`config.mk`:
```
export PLATFORM = sky130hd
export DESIGN_NAME = spk_in_demux
export DESIGN_NICKNAME = d
export VERILOG_FILES = /design/src/rtl/spk_in_demux.sv
export SDC_FILE = /design/constraint.sdc
export NUM_CORES = 1
export LEC_CHECK = 0
export BUFFER_PORTS_ARGS = -buffer_cell sky130_fd_sc_hd__buf_2
export CORE_UTILIZATION = 50
export CTS_BUF_LIST = sky130_fd_sc_hd__clkbuf_8 sky130_fd_sc_hd__clkbuf_16
export CTS_CLUSTER_DIAMETER = 120
export DETAILED_ROUTE_END_ITERATION = 7
export MAX_ROUTING_LAYER = met4
export PLACE_DENSITY = 0.85
export SLEW_MARGIN = 20
export SYNTH_ARGS = -nofsm -noshare
export SYNTH_HDL_FRONTEND = slang
export SYNTH_SLANG_ARGS = --single-unit
```
`constraint.sdc`:
```
create_clock -name clk -period 3.4 [get_ports clk]
set_input_delay 0.34 -clock clk [delete_from_list [all_inputs] [get_ports clk]]
set_output_delay 0.34 -clock clk [all_outputs]
set_load 0.01 [all_outputs]
```
`src/rtl/spk_in_demux.sv`:
```
// Node ingress demux: spike flits go to a FWFT FIFO for the axon, all other types become
// credit-flow-controlled write pulses to the config controller. Optional counters under SPK_IN_STAT_EN.
module spk_in_demux #(
    parameter int FW      = 59,
    parameter int FTW     = 3,
    parameter int SW      = 24,
    parameter int SPK_AW  = 3,
    parameter int CREDITS = 4,
    parameter int CNTW    = 16
) (
    input  logic            clk,
    input  logic            rst,
    input  logic            in_vld,
    input  logic [FW-1:0]   in_flit,
    output logic            in_rdy,
    output logic            spk_in_config_we,
    output logic [FW-1:0]   spk_in_config_wdata,
    input  logic            config_spk_in_credit,
    output logic            spk_axon_vld,
    output logic [SW-1:0]   spk_axon_neuid,
    input  logic            axon_spk_rdy,
    output logic            credit_err,
    output logic [CNTW-1:0] stat_spk_cnt,
    output logic [CNTW-1:0] stat_cfg_cnt
);

    localparam int         DEPTH    = 1 << SPK_AW;
    localparam logic [3:0] CRED_MAX = 4'(CREDITS);

    logic [SPK_AW:0] wptr_q, wptr_d;
    logic [SPK_AW:0] rptr_q, rptr_d;
    logic [SW-1:0]   mem_q [DEPTH];

    logic [3:0]      credit_q, credit_d;
    logic            credit_err_q, credit_err_d;
    logic            cfg_we_q, cfg_we_d;
    logic [FW-1:0]   cfg_wdata_q, cfg_wdata_d;

    logic            is_spk;
    logic            fifo_full;
    logic            fifo_empty;
    logic            spk_push;
    logic            spk_pop;
    logic            cfg_acc;

    always_comb begin
        is_spk     = (in_flit[FW-1 -: FTW] == '0);
        fifo_empty = (wptr_q == rptr_q);
        // Same slot index, different lap bit: writer is a full lap ahead.
        fifo_full  = (wptr_q[SPK_AW] != rptr_q[SPK_AW]) &&
                     (wptr_q[SPK_AW-1:0] == rptr_q[SPK_AW-1:0]);
        in_rdy     = is_spk ? !fifo_full : (credit_q != 4'd0);
        spk_push   = in_vld & in_rdy & is_spk;
        cfg_acc    = in_vld & in_rdy & ~is_spk;
        spk_pop    = ~fifo_empty & axon_spk_rdy;
    end

    always_comb begin
        wptr_d       = wptr_q + {{SPK_AW{1'b0}}, spk_push};
        rptr_d       = rptr_q + {{SPK_AW{1'b0}}, spk_pop};
        cfg_we_d     = cfg_acc;
        cfg_wdata_d  = cfg_acc ? in_flit : cfg_wdata_q;
        credit_d     = credit_q;
        credit_err_d = credit_err_q;
        case ({cfg_acc, config_spk_in_credit})
            2'b10: credit_d = credit_q - 4'd1;
            2'b01: begin
                // A returned credit beyond the initial grant is a protocol error; never overflow.
                if (credit_q == CRED_MAX) begin
                    credit_err_d = 1'b1;
                end else begin
                    credit_d = credit_q + 4'd1;
                end
            end
            default: credit_d = credit_q;
        endcase
    end

    always_ff @(posedge clk) begin
        if (rst) begin
            wptr_q       <= '0;
            rptr_q       <= '0;
            credit_q     <= CRED_MAX;
            credit_err_q <= 1'b0;
            cfg_we_q     <= 1'b0;
            cfg_wdata_q  <= '0;
        end else begin
            wptr_q       <= wptr_d;
            rptr_q       <= rptr_d;
            credit_q     <= credit_d;
            credit_err_q <= credit_err_d;
            cfg_we_q     <= cfg_we_d;
            cfg_wdata_q  <= cfg_wdata_d;
        end
    end

    // Storage needs no reset: pointers alone define which entries are live.
    always_ff @(posedge clk) begin
        if (spk_push) begin
            mem_q[wptr_q[SPK_AW-1:0]] <= in_flit[SW-1:0];
        end
    end

    assign spk_axon_vld        = ~fifo_empty;
    assign spk_axon_neuid      = mem_q[rptr_q[SPK_AW-1:0]];
    assign spk_in_config_we    = cfg_we_q;
    assign spk_in_config_wdata = cfg_wdata_q;
    assign credit_err          = credit_err_q;

`ifdef SPK_IN_STAT_EN
    logic [CNTW-1:0] stat_spk_cnt_q, stat_spk_cnt_d;
    logic [CNTW-1:0] stat_cfg_cnt_q, stat_cfg_cnt_d;

    always_comb begin
        stat_spk_cnt_d = stat_spk_cnt_q + {{(CNTW-1){1'b0}}, spk_push};
        stat_cfg_cnt_d = stat_cfg_cnt_q + {{(CNTW-1){1'b0}}, cfg_acc};
    end

    always_ff @(posedge clk) begin
        if (rst) begin
            stat_spk_cnt_q <= '0;
            stat_cfg_cnt_q <= '0;
        end else begin
            stat_spk_cnt_q <= stat_spk_cnt_d;
            stat_cfg_cnt_q <= stat_cfg_cnt_d;
        end
    end

    assign stat_spk_cnt = stat_spk_cnt_q;
    assign stat_cfg_cnt = stat_cfg_cnt_q;
`else
    assign stat_spk_cnt = '0;
    assign stat_cfg_cnt = '0;
`endif

endmodule
```
==> metrics.log <==
[metrics] result of the run: completed
[metrics] First-pass DRT Iterations: 4
[metrics] post-CTS clock slew at the launch and capture registers of the worst setup and hold paths: 70 ps
[metrics] routability cong.: 0.800
[metrics] Cell Area, Synth: 10300 um^2
[metrics] Worst Skew: 21.0 ps
[metrics] later-pin clock latency in the skew report: 530 ps
[metrics] top-level port count: 183
[metrics] cell types occupying the most area after synthesis: edfxtp_1 56%, dfxtp_1 14%, mux4_2 11%, nand2_1 4.2%, a21oi_1 2.8%
[metrics] number of routed nets with antenna violations: 0
[metrics] Slew Viols, Final: 0
[metrics] most used cells in the layout excluding fill and tap cells: 192 x edfxtp_1, 150 x buf_2, 115 x nand2_1
[metrics] number of flops mapped to enable cells by yosys: 192
[metrics] post-route fraction of the period consumed by the critical path: 85.6%
[metrics] Synth cell types: 40
[metrics] highest clock frequency the design can meet: 344 MHz
[metrics] maximum buffer depth of the clock tree: 3
[metrics] area of the core region: 20200 um^2
[metrics] cell class contributing the biggest share of worst-path delay: multiplexers
[metrics] relative max-transition margin: 36.1%
[metrics] biggest fanout along the worst timing path: 27
[metrics] x dimension of the die: 145 um
[metrics] Warnings, synthesis: 0
[metrics] Critical Path End Type: output port
[metrics] worst path cell trace: buf_12 -> mux4_2 -> mux2_2 -> buf_2
[metrics] number of max-cap violations: 0
[metrics] sequential cell area fraction in the yosys report: 70.5%
[metrics] worst path buffer plus inverter count: 2
[metrics] Max rail drop VDD: 375 uV
[metrics] final HPWL from detailed placement: 12700 um
[metrics] count of buffers inserted at the top-level ports: 150
[metrics] Slowest cell on crit path: dfxtp_4
[metrics] Clock Sink Count: 265
[metrics] Area Growth Syn to Fin: 18.4%
[metrics] wire length per cell: 18.4 um
[metrics] die area: 21100 um^2
[metrics] initial antenna violation count: 0
[metrics] number of cell rows: 52
[metrics] overall overflow remaining after global route: 0
[metrics] die span in y: 145 um
[metrics] buffer type at the clock tree root: clkbuf_16
[metrics] transition at the pin with the smallest max-transition slack: 958 ps
[metrics] final number of setup-violating endpoints: 0
[metrics] mean instance size in the synthesized netlist: 15.6 um^2
[metrics] static leakage: 0.00442 uW
[metrics] classification of the worst setup path: reg -> out
[metrics] antenna fix cells: 0
[metrics] flops & latches, synth: 265
[metrics] Yosys top cell by area: edfxtp_1
[metrics] clock tree from TritonCTS: done
[metrics] CTS Hold Bufs: 0
[metrics] overall power of the completed layout: 7040 uW
[metrics] post-CTS setup buffers: 0
[metrics] setup ws final: 490 ps
[metrics] minimum clock period after layout: 2910 ps
[metrics] DRC violation total after the first TritonRoute iteration: 441
[metrics] aggregate routed wire length: 20300 um
[metrics] setup repair after global routing missed its margin: no
[metrics] fraction of final layout cells sized beyond drive strength 1: 35.2%
[metrics] Setup Total Neg Slack: 0 ps
[metrics] DR vias/cell: 5.25
[metrics] H-tree depth reported by CTS: 1
[metrics] number of vias after detailed routing: 5804
[metrics] class of the worst hold path: in -> reg
[metrics] sort of element at the start of the critical path: flop
[metrics] async set-or-reset flop fraction in the synthesized netlist: 0%
[metrics] share of Yosys cell area claimed by the top area cell type: 56.2%
[metrics] worst setup slack after placement: 824 ps
[metrics] Max stage delay on crit path: 670 ps
[metrics] drt drc: 0
[metrics] worst endpoint data arrival time: 2570 ps
[metrics] leading cell type in the layout, fill and taps excluded: edfxtp_1
[metrics] Pwr Density: 580 nW/um^2
[metrics] final layout net count: 886
[metrics] first-pass GRT wire length: 32400 um
[metrics] Resize count post-CTS: 0
[metrics] maximum number of pins on one net before global-route repair: 62
[metrics] Tot GR Track Use: 20.4%
[metrics] starting utilization of the core area: 50.8%
[metrics] vias in the first global route: 5868
[metrics] required time worst endpoint: 3060 ps
[metrics] Hold Fails Final Rpt: 0
[metrics] number of buffers added by the clock tree synthesis step: 27
[metrics] instance count of the mapped netlist: 658
[metrics] most instantiated flip-flop cell in the synthesis netlist: edfxtp_1
flip-flops by register name, indices dropped and copies added, names as in the netlist:
name,flops
mem_q,192
credit_q,4
spk_in_config_wdata,59
spk_in_config_we,1
wptr_q,4
credit_err,1
rptr_q,4
final timing paths:
check	start	to	slack (ps)	cells past startpoint
worst min register to register	spk_in_config_wdata[8]	spk_in_config_wdata[8]	450	2
worst min-delay path	in_flit[24]	spk_in_config_wdata[24]	60	3
worst max-delay path	rptr_q[0]	spk_axon_neuid[0]	490	4
worst max register to register	rptr_q[0]	mem_q[6][5]	970	5
power breakdown:
part	switching [uW]	leakage, uW	internal [uW]	total [uW]
clock network	1200	0.000446	1620	2810
logic	358	0.00164	257	615
registers	68.8	0.00233	3550	3620
through the flow:
step	instance area (um^2)	hold WS [ps]	util (%)	instances
after detailed placement	11300	445	55.9	1056
after global routing	12100	46.1	60.2	1106
after floorplan	10400	439	-	689
final	12100	55.7	60.2	1106
after CTS	12100	33.4	60.2	1106
after global placement	11300	438	55.9	1056
final cells by class:
class	count	area [um^2]
clock buffers	31	731
clock inverters	19	131
fillers	1464	8030
inverters	2	7.51
multi-input cells	354	2800
flip-flops and latches	265	7230
well taps	270	338
repair buffers	165	901
metal layers:
layer	global-route usage, %	vias to the layer above	routed length [um]
met4	5.58	0	339
li1	-	2696	-
met5	-	-	0
met3	3.43	29	1390
met2	32.0	229	10100
met1	27.9	2850	8530
cell usage after synthesis, types with 2 or more instances:
master	number
buf_2	15
edfxtp_1	192
ha_1	6
a22oi_1	3
nand3_1	3
a21oi_1	58
mux4_2	48
nand2_1	116
nor3_1	6
dfxtp_1	73
xor2_1	3
buf_4	33
mux2_2	24
xnor2_1	8
nor2_1	18
clkbuf_1	18
nor2b_1	5
buf_1	2
nand2b_1	5
inv_1	2
cell families (layout without fill, tap and decap cells):
kind of cell | Yosys count | count (layout) | synth area share, %
multiplexers | 74 | 74 | 13.4
other | 1 | 32 | 0.0366
AO/OA/AOI/OAI | 70 | 70 | 3.82
AND/OR/NAND/NOR | 160 | 160 | 6.46
buffers and inverters | 70 | 217 | 3.95
adder cells (fa/ha/maj) | 7 | 7 | 0.927
XOR/XNOR | 11 | 11 | 0.940
flip-flops | 265 | 265 | 70.5
worst min-delay path: stages:
cell and delay (ps):
buf_2 90, nand2_1 40, a21oi_1 50
Power figures use the tool's default switching activity.
